### src/rtl/irq_controller.sv
// irq_controller: synchronised, per-source level/edge interrupt controller behind a word-addressed slave bus.
// Define IRQC_SOFT_IRQ_EN to add the write-only SOFT_SET register at offset 6.
module irq_controller #(
  parameter int          NUM_SOURCES = 16,
  parameter int          SYNC_STAGES = 2,
  parameter int          IRQ_LINE    = 0,
  parameter logic [31:0] RESET_MODE  = 32'h0
) (
  input  logic                   clk,
  input  logic                   rst_n,
  input  logic [2:0]             address,
  input  logic                   read,
  input  logic                   write,
  input  logic [31:0]            data_wr,
  input  logic [3:0]             mask,
  output logic [31:0]            data_rd,
  output logic                   stall,
  input  logic [NUM_SOURCES-1:0] src,
  output logic [5:0]             interrupt
);

  function automatic logic [31:0] valid_bits(input int n);
    logic [31:0] v;
    for (int i = 0; i < 32; i++) v[i] = (i < n);
    return v;
  endfunction

  localparam logic [31:0] VALID = valid_bits(NUM_SOURCES);

  logic [31:0] src_ext;
  logic [31:0] sync_reg [SYNC_STAGES];
  logic [31:0] act, act_reg;
  logic [31:0] enable_reg, mode_reg, pol_reg;
  logic [31:0] pend_edge_reg, pend_edge_next;
  logic [31:0] pending, lane_bits, wr_mask, wr_bits;
  logic [31:0] set_bits, clr_bits, soft_bits, claim_onehot;
  logic [31:0] rd_value, data_rd_reg;
  logic [5:0]  claim_id;
  logic        rd_done_reg, rd_sample, irq_reg;

  always_comb begin
    src_ext = '0;
    src_ext[NUM_SOURCES-1:0] = src;
  end

  always_ff @(posedge clk or negedge rst_n) begin
    if (!rst_n) begin
      for (int s = 0; s < SYNC_STAGES; s++) sync_reg[s] <= '0;
    end else begin
      sync_reg[0] <= src_ext;
      for (int s = 1; s < SYNC_STAGES; s++) sync_reg[s] <= sync_reg[s-1];
    end
  end

  // act is the live comparison point for edges; act_reg is both the edge history and the level value.
  assign act     = sync_reg[SYNC_STAGES-1] ^ pol_reg;
  assign pending = ((mode_reg & pend_edge_reg) | (~mode_reg & act_reg)) & VALID;

  always_comb begin
    claim_id     = '0;
    claim_onehot = '0;
    for (int i = 31; i >= 0; i--) begin
      if (pending[i] && enable_reg[i]) begin
        claim_id     = 6'(i + 1);
        claim_onehot = 32'b1 << i;
      end
    end
  end

  assign lane_bits = {{8{mask[3]}}, {8{mask[2]}}, {8{mask[1]}}, {8{mask[0]}}};
  assign wr_mask   = lane_bits & VALID;
  assign wr_bits   = data_wr & wr_mask;
  assign rd_sample = read && !write && !rd_done_reg;
  assign stall     = rst_n && rd_sample;

`ifdef IRQC_SOFT_IRQ_EN
  assign soft_bits = (write && address == 3'd6) ? (wr_bits & mode_reg) : '0;
`else
  assign soft_bits = '0;
`endif

  assign set_bits = (act & ~act_reg & mode_reg) | soft_bits;
  assign clr_bits = ((write && address == 3'd0) ? wr_bits : '0)
                  | ((rd_sample && address == 3'd4) ? claim_onehot : '0);
  // Set beats clear; masking by the current mode drops edge state when a source goes level.
  assign pend_edge_next = ((pend_edge_reg & ~clr_bits) | set_bits) & mode_reg;

  always_comb begin
    rd_value = '0;
    case (address)
      3'd0:    rd_value = pending;
      3'd1:    rd_value = enable_reg;
      3'd2:    rd_value = mode_reg;
      3'd3:    rd_value = pol_reg;
      3'd4:    rd_value = {26'b0, claim_id};
      3'd5:    rd_value = act_reg;
      default: rd_value = '0;
    endcase
  end

  always_ff @(posedge clk or negedge rst_n) begin
    if (!rst_n) begin
      enable_reg    <= '0;
      mode_reg      <= RESET_MODE & VALID;
      pol_reg       <= '0;
      pend_edge_reg <= '0;
      act_reg       <= '0;
      irq_reg       <= 1'b0;
      rd_done_reg   <= 1'b0;
      data_rd_reg   <= '0;
    end else begin
      act_reg       <= act & VALID;
      pend_edge_reg <= pend_edge_next;
      irq_reg       <= |(pending & enable_reg);
      rd_done_reg   <= rd_sample;
      if (rd_sample) data_rd_reg <= rd_value;
      if (write) begin
        case (address)
          3'd1:    enable_reg <= (enable_reg & ~wr_mask) | wr_bits;
          3'd2:    mode_reg   <= (mode_reg & ~wr_mask) | wr_bits;
          3'd3:    pol_reg    <= (pol_reg & ~wr_mask) | wr_bits;
          default: ;
        endcase
      end
    end
  end

  assign data_rd   = data_rd_reg;
  assign interrupt = irq_reg ? (6'b1 << IRQ_LINE) : 6'b0;

endmodule
### config.mk
export PLATFORM = sky130hd
export DESIGN_NAME = irq_controller
export DESIGN_NICKNAME = d
export VERILOG_FILES = /design/src/rtl/irq_controller.sv
export SDC_FILE = /design/constraint.sdc
export NUM_CORES = 1
export LEC_CHECK = 0
export BUFFER_PORTS_ARGS = -buffer_cell sky130_fd_sc_hd__buf_2
export CAP_MARGIN = 20
export CORE_ASPECT_RATIO = 1.4
export CORE_MARGIN = 2
export CORE_UTILIZATION = 57
export CTS_BUF_LIST = sky130_fd_sc_hd__clkbuf_16
export DETAILED_ROUTE_END_ITERATION = 12
export HOLD_SLACK_MARGIN = 0.05
export MAX_ROUTING_LAYER = met4
export PLACE_DENSITY = 0.8
export SYNTH_ARGS = -nofsm -noshare
export SYNTH_HDL_FRONTEND = slang
export SYNTH_SLANG_ARGS = --single-unit
### constraint.sdc
create_clock -name clk -period 2 [get_ports clk]
set_input_delay 0.3 -clock clk [delete_from_list [all_inputs] [get_ports clk]]
set_output_delay 0.3 -clock clk [all_outputs]
set_load 0.01 [all_outputs]
==> qor.tcl, run 1 <==
set qor(grt_pass1_vias) 4774
set qor(finalSetupTns_ns) 0
set qor(drc_markers) 0
set qor(die_h_um) 126.0
set qor(initialDrtViolationCount) 312
set qor(synth_edf_count) 0
set qor(cp-start-kind) {register}
set qor(synthArstFlopShare) 1.000
set qor(fin_nets) 689
set qor(critical_path.endpoint_type) {register}
set qor(fin_skew_ns) 0.006520
set qor(routabilityCongestion) 0.8977
set qor(dieWidth_um) 91.16
set qor(design_power_total_mw) 8.300
set qor(combined_flip_flop_and_latch_cell_area_um2) 3254
set qor(finalSetupViolations) 0
set qor(yosysTopAreaCellShare) 0.5366
set qor(run_status) {complete, but fails checks}
set qor(detailed_place_hpwl_um) 10080
set qor(slew-limit-headroom) 0.5257
set qor(final_layout_size_suffix_gt1_frac) 0.3173
set qor(fp.dieArea_um2) 11490
set qor(gr-usage-all-layers) 0.2787
set qor(synthToLayoutAreaGrowth_pct) 21.82
set qor(grt_first_pass_wirelength_um) 24050
set qor(leakage_nw) 3.367
set qor(core_area_um2) 10350
set qor(antenna_violations_before_repair) 0
set qor(row_count) 44
set qor(hp-class) {input pin to asynchronous set/reset pin}
set qor(synth.cell_area_um2) 6062
set qor(pin_count) 98
set qor(met1_usage) 0.3182
set qor(clock_tree.htree_level_count) 4
set qor(max_capacitance_violation_count) 0
set qor(via_per_inst) 5.945
set qor(max-clock-path-buffers) 2
set qor(antenna_violating_nets_post_route) 0
set qor(final.fill_count) 751
set qor(postSynthAreaPerCell_um2) 11.75
set qor(netlist.top_cell.by_area) {dfrtp_1}
set qor(violations) {hold timing}
set qor(dr_total_vias) 4643
set qor(drt-total-wl_um) 15070
set qor(vdd_drop_max_v) 0.0006396
set qor(grt.busiest_layer) {met2}
set qor(setup.worst_path.class) {register to register}
set qor(critical_path_arrival_ns) 2.27
set qor(tightest_slew_ns) 0.7114
set qor(grt_start_max_net_pins) 131
set qor(cts-buffers-inserted) 17
set qor(routedWlPerCell_um) 19.29
set qor(clock_latency_at_the_later_pin_of_the_worst_skew_pair_ns) 0.41
set qor(postSynth.topFlopCell) {dfrtp_1}
set qor(max_clock_freq_mhz) 508.0
set qor(clock_tree_from_tritoncts) {yes}
set qor(tritoncts_num_sinks) 130
set qor(period_needed_ns) 1.969
set qor(synth-seq-cells) 130
set qor(number_of_synthesis_warnings) 0
set qor(final_max_slew_viol_count) 0
set qor(grt_setup_unrepaired) {yes}
set qor(insertedDiodeCount) 0
set qor(multi_input_comb_area_um2) 2596
set qor(first_pass_iters) 5
set qor(hold_viol) 8
set qor(initial_utilization) 0.5857
set qor(postSynthCellCount) 516
set qor(io_buffer_count) 58
set qor(timing.critical_path.required_ns) 2.30
set qor(cells_taking_the_most_area_after_synthesis) {dfrtp_1, mux2_2, buf_4}
set qor(use_met3) 0.05622
set qor(layout_worst_path_cycle_share) 0.9843
set qor(post_synth_num_cell_types) 57
set qor(cellPowerDensity_nw_per_um2) 1124
set qor(grtUsageMet2) 0.4649
set qor(clock_tree.root_cell) {clkbuf_16}
set qor(globalRouteOverflowTotal) 0
set qor(synth.yosys.seq_area_share) 0.5366
set qor(clkTransAtPathRegs_ns) 0.05
set qor(path_max_fanout) 9
set qor(holdWs_ns) -0.001641
## cells by family after synthesis
group                     count (synthesis)  synth area share
muxes                                    72            0.1352
DFF                                     130            0.5366
buffers and inverters                    53           0.04912
other                                     1         0.0006186
AOI/OAI and AO/OA                       125            0.1544
xor gates and xnor gates                 16           0.02312
and+or+nand+nor                         119            0.1009
## timing repair
item	in CTS	in global routing
hold buffers	16	0
hold endpoints to repair	16	0
setup buffers	0	1
endpoints found under the setup margin	0	5
gates resized for setup	0	3
## worst paths after layout
kind / to / depth (start not counted) / slack, ns
max: pend_edge_reg[13]$_DFF_PN0_ / 5 / 0.03
min: asynchronous set/reset pin / 2 / -0.002
max reg2reg: pend_edge_reg[13]$_DFF_PN0_ / 5 / 0.03
min reg2reg: sync_reg[4]$_DFF_PN0_ / 0 / 0.34
max in group asynchronous: asynchronous set/reset pin / 2 / 1.40
min in group clk: register / 2 / 0.16
## synthesized netlist by cell type (7+ instances only)
| library cell | number |
|---|---|
| dfrtp_1 | 130 |
| o21a_1 | 9 |
| a32o_1 | 8 |
| o221ai_1 | 9 |
| buf_4 | 23 |
| nand3b_1 | 8 |
| nand2_1 | 42 |
| inv_1 | 14 |
| o21ai_0 | 17 |
| nor2b_1 | 11 |
| mux2i_1 | 11 |
| mux2_2 | 57 |
| nor2_1 | 16 |
| clkbuf_1 | 7 |
| xor2_1 | 16 |
| a211oi_1 | 7 |
| a22oi_1 | 12 |
| a21oi_1 | 20 |
## where the power goes
group	internal, mW	switching, mW	leakage [nW]	total, mW
logic	0.959	0.960	1.51	1.92
clock network	1.67	1.09	0.272	2.76
registers	3.14	0.476	1.58	3.62
total	5.77	2.53	3.37	8.30
## critical path, cell delays in order (launching register included)
cell and delay (ns):
dfrtp_2 0.44, mux2_4 0.34, a22oi_2 0.27, and4_4 0.34, nand4_1 0.20, a32o_1 0.27
## routing by layer
layer | routed length (um) | vias up
li1 | - | 2087
met1 | 5896 | 2336
met2 | 7870 | 179
met3 | 753 | 41
met4 | 548 | 0
met5 | 0 | -
## final cells by class
cell class	count	share of cell area
inverter	15	0.007625
multi-input combinational	353	0.3516
clock inverter	15	0.01423
tap	138	0.02338
timing repair buffer	113	0.1049
clock buffer	17	0.05761
sequential	130	0.4407
## per-stage QoR
step / setup slack [ns] / instance area [um2] / utilization / hold slack (ns) / cells
6_report: 0.03137 / 7385 / 0.7135 / -0.001641 / 781
5_1_grt: -0.03772 / 7385 / 0.7135 / 0.09203 / 781
4_1_cts: 0.01584 / 7366 / 0.7117 / 0.06126 / 780
3_5_place_dp: 0.02851 / 6675 / 0.6449 / 0.3347 / 732
3_3_place_gp: 0.08759 / 6675 / 0.6449 / 0.3329 / 732
2_1_floorplan: 0.2426 / 6137 / - / 0.004409 / 536
## placed cells by master, fill, tap and decap left out, types with 17 or more instances in the layout
cell type and instances:
a21oi_1 20, buf_2 57, buf_4 37, clkbuf_16 17, conb_1 21, dfrtp_1 129, inv_1 18, mux2_2 57
nand2_1 42, o21ai_0 17
Power figures use the tool's default switching activity.
==> inputs of run 2 (changes only) <==
==> constraint.sdc (replaced) <==
create_clock -name clk -period 2 [get_ports clk]
set_input_delay 0 -clock clk [delete_from_list [all_inputs] [get_ports clk]]
set_output_delay 0 -clock clk [all_outputs]
set_load 0.01 [all_outputs]
==> run 2 against run 1 <==
The run now ends clean. Maximum frequency grew 2.2%. Highest routed layer unchanged. Flip-flop and latch count is the same. Sequential share of layout area shrank 0.82 points. Count of clock-buffer cells in the layout is the same. Total power shrank 0.55%. Clock skew is essentially flat. Via count grew 3.6%. Largest cell class unchanged. Setup slack gained 0.042 ns. Die area is the same. Cell count grew 1.8%. First-iteration DRC count grew 28%. Critical path depth grew 1.
==> qor.tcl, run 2 (synthesized netlist as in run 1, its figures left out) <==
set qor(hold_viol) 0 ;# -8
set qor(holdWs_ns) 0.1288 ;# +0.1304 ns
set qor(clock_latency_at_the_later_pin_of_the_worst_skew_pair_ns) 0.41 ;# about the same
set qor(initial_utilization) 0.5857 ;# unchanged
set qor(path_max_fanout) 7 ;# -2
set qor(io_buffer_count) 58 ;# unchanged
set qor(design_power_total_mw) 8.255 ;# -0.55%
set qor(die_h_um) 126.0 ;# unchanged
set qor(layout.cells.most_common_list) {dfrtp_1, mux2_2, buf_2}
set qor(gr-usage-all-layers) 0.2829 ;# +0.004217
set qor(grt_first_pass_wirelength_um) 24290 ;# +1.0%
set qor(timing.critical_path.required_ns) 2.29 ;# about the same
set qor(max_capacitance_violation_count) 0 ;# unchanged
set qor(final_max_slew_viol_count) 0 ;# unchanged
set qor(slew-limit-headroom) 0.3871 ;# -0.1386
set qor(drc_markers) 0 ;# unchanged
set qor(row_count) 44 ;# unchanged
set qor(max-clock-path-buffers) 2 ;# unchanged
set qor(routedWlPerCell_um) 19.18 ;# -0.59%
set qor(clock_tree.root_cell) {clkbuf_16}
set qor(first_pass_iters) 5 ;# unchanged
set qor(dr_total_vias) 4808 ;# +3.6%
set qor(detailed_place_hpwl_um) 10300 ;# +2.2%
set qor(grt_pass1_vias) 4949 ;# +3.7%
set qor(dieWidth_um) 91.16 ;# unchanged
set qor(cellPowerDensity_nw_per_um2) 1097 ;# -2.4%
set qor(max_clock_freq_mhz) 518.9 ;# +2.2%
set qor(routabilityCongestion) 0.9586 ;# +6.8%
set qor(core_area_um2) 10350 ;# unchanged
set qor(most_common_library_cell_in_the_layout_ignoring_fill_and_taps) {dfrtp_1}
set qor(globalRouteOverflowTotal) 0 ;# unchanged
set qor(pin_count) 98 ;# unchanged
set qor(clkTransAtPathRegs_ns) 0.05 ;# about the same
set qor(layout.core_utilization) 0.7268 ;# +0.01330
set qor(clock_tree.htree_level_count) 4 ;# unchanged
set qor(regToRegSetupSlack_ns) 0.07 ;# +0.04 ns
set qor(leakage_nw) 3.421 ;# +1.6%
set qor(run_status) {finished clean}
set qor(clock_tree_from_tritoncts) {yes}
set qor(placement.setup.worst_slack_ns) 0.05988 ;# +0.03137 ns
set qor(grt_setup_unrepaired) {no}
set qor(layout_worst_path_cycle_share) 0.9635 ;# -0.02076
set qor(fin_nets) 707 ;# +2.6%
set qor(insertedDiodeCount) 0 ;# unchanged
set qor(fp.dieArea_um2) 11490 ;# unchanged
set qor(cts-buffers-inserted) 17 ;# unchanged
set qor(synthToLayoutAreaGrowth_pct) 24.09
set qor(hp-class) {input pin to register}
set qor(antenna_violating_nets_post_route) 0 ;# unchanged
set qor(grt_start_max_net_pins) 75 ;# -43%
set qor(critical_path.endpoint_type) {register}
set qor(finalSetupTns_ns) 0 ;# unchanged
set qor(timing.final.ws_setup_ns) 0.07290 ;# +0.04153 ns
set qor(period_needed_ns) 1.927 ;# -0.04153 ns
set qor(critical_path_arrival_ns) 2.22 ;# -0.05 ns
set qor(vdd_drop_max_v) 0.0006534 ;# +2.2%
set qor(antenna_violations_before_repair) 0 ;# unchanged
set qor(fin_skew_ns) 0.006351 ;# -0.0001695 ns
set qor(finalSetupViolations) 0 ;# unchanged
set qor(via_per_inst) 6.048 ;# +1.7%
set qor(tightest_slew_ns) 0.9159 ;# +0.2045 ns
set qor(drt-total-wl_um) 15250 ;# +1.2%
set qor(cp-start-kind) {register}
set qor(final_layout_size_suffix_gt1_frac) 0.3014 ;# -0.01589
set qor(initialDrtViolationCount) 399 ;# +28%
set qor(tritoncts_num_sinks) 130 ;# unchanged
set qor(setup.worst_path.class) {register to register}
-- run 2: changes by cell type in the layout (fill, tap and decap cells not counted) --
cell           delta
clkinv_4          -2
dfrtp_1           +1
dlygate4sd3_1    +19
a22oi_2           -1
a22oi_1           +1
clkinv_2          -1
buf_12            -1
dfrtp_2           -1
inv_1             -1
-- run 2: power by group --
group | internal (mW) | total (mW) | leakage (nW) | switching, mW
registers | 3.14 | 3.62 | 1.58 | 0.479
clock network | 1.64 | 2.68 | 0.255 | 1.04
logic | 0.987 | 1.95 | 1.59 | 0.966
-- run 2: per-layer routing --
layer  part of all wire  routed length (um)  global-route usage  vias up
met2               0.52                7910              0.4741      224
met1               0.37                5717              0.3169     2394
met3              0.061                 929             0.06160       67
met5                  0                   0                   -        -
li1                   -                   -                   -     2123
met4              0.045                 690              0.1471        0
-- run 2: layout make-up --
type	instances	area, um2
clock inverter	11	78.83
inverter	15	56.30
sequential	130	3253
multi-input combinational	353	2591
timing repair buffer	131	944.7
clock buffer	17	425.4
tap	138	172.7
fill	731	2828
-- run 2: critical path, stage by stage, from the launching register on --
cell,delay [ns]
dfrtp_1,0.47
mux2i_1,0.37
o2111a_2,0.24
buf_4,0.13
and2_1,0.17
nand4_1,0.16
a32o_1,0.25
-- run 2: what timing repair did --
action,4_1_cts,5_1_grt
gates resized for setup,0,1
endpoints found under the hold margin,208,0
buffers inserted,0,1
hold buffers,35,0
setup endpoints to repair,0,3
-- run 2: through the flow --
step	area, um2	instances
2_1_floorplan	6137	536
3_3_place_gp	6655	731
3_5_place_dp	6655	731
4_1_cts	7510	794
5_1_grt	7522	795
6_report	7522	795
-- run 2: worst paths after layout --
kind,from,to,cells after the start
min in group asynchronous,rst_n,asynchronous set/reset pin,3
max in group asynchronous,rst_n,asynchronous set/reset pin,4
worst max-delay path,register,pend_edge_reg[4]$_DFF_PN0_,6
worst min register to register,sync_reg[32]$_DFF_PN0_,sync_reg[0]$_DFF_PN0_,0
worst min-delay path,read,rd_done_reg$_DFF_PN0_,4
worst max register to register,register,pend_edge_reg[4]$_DFF_PN0_,6
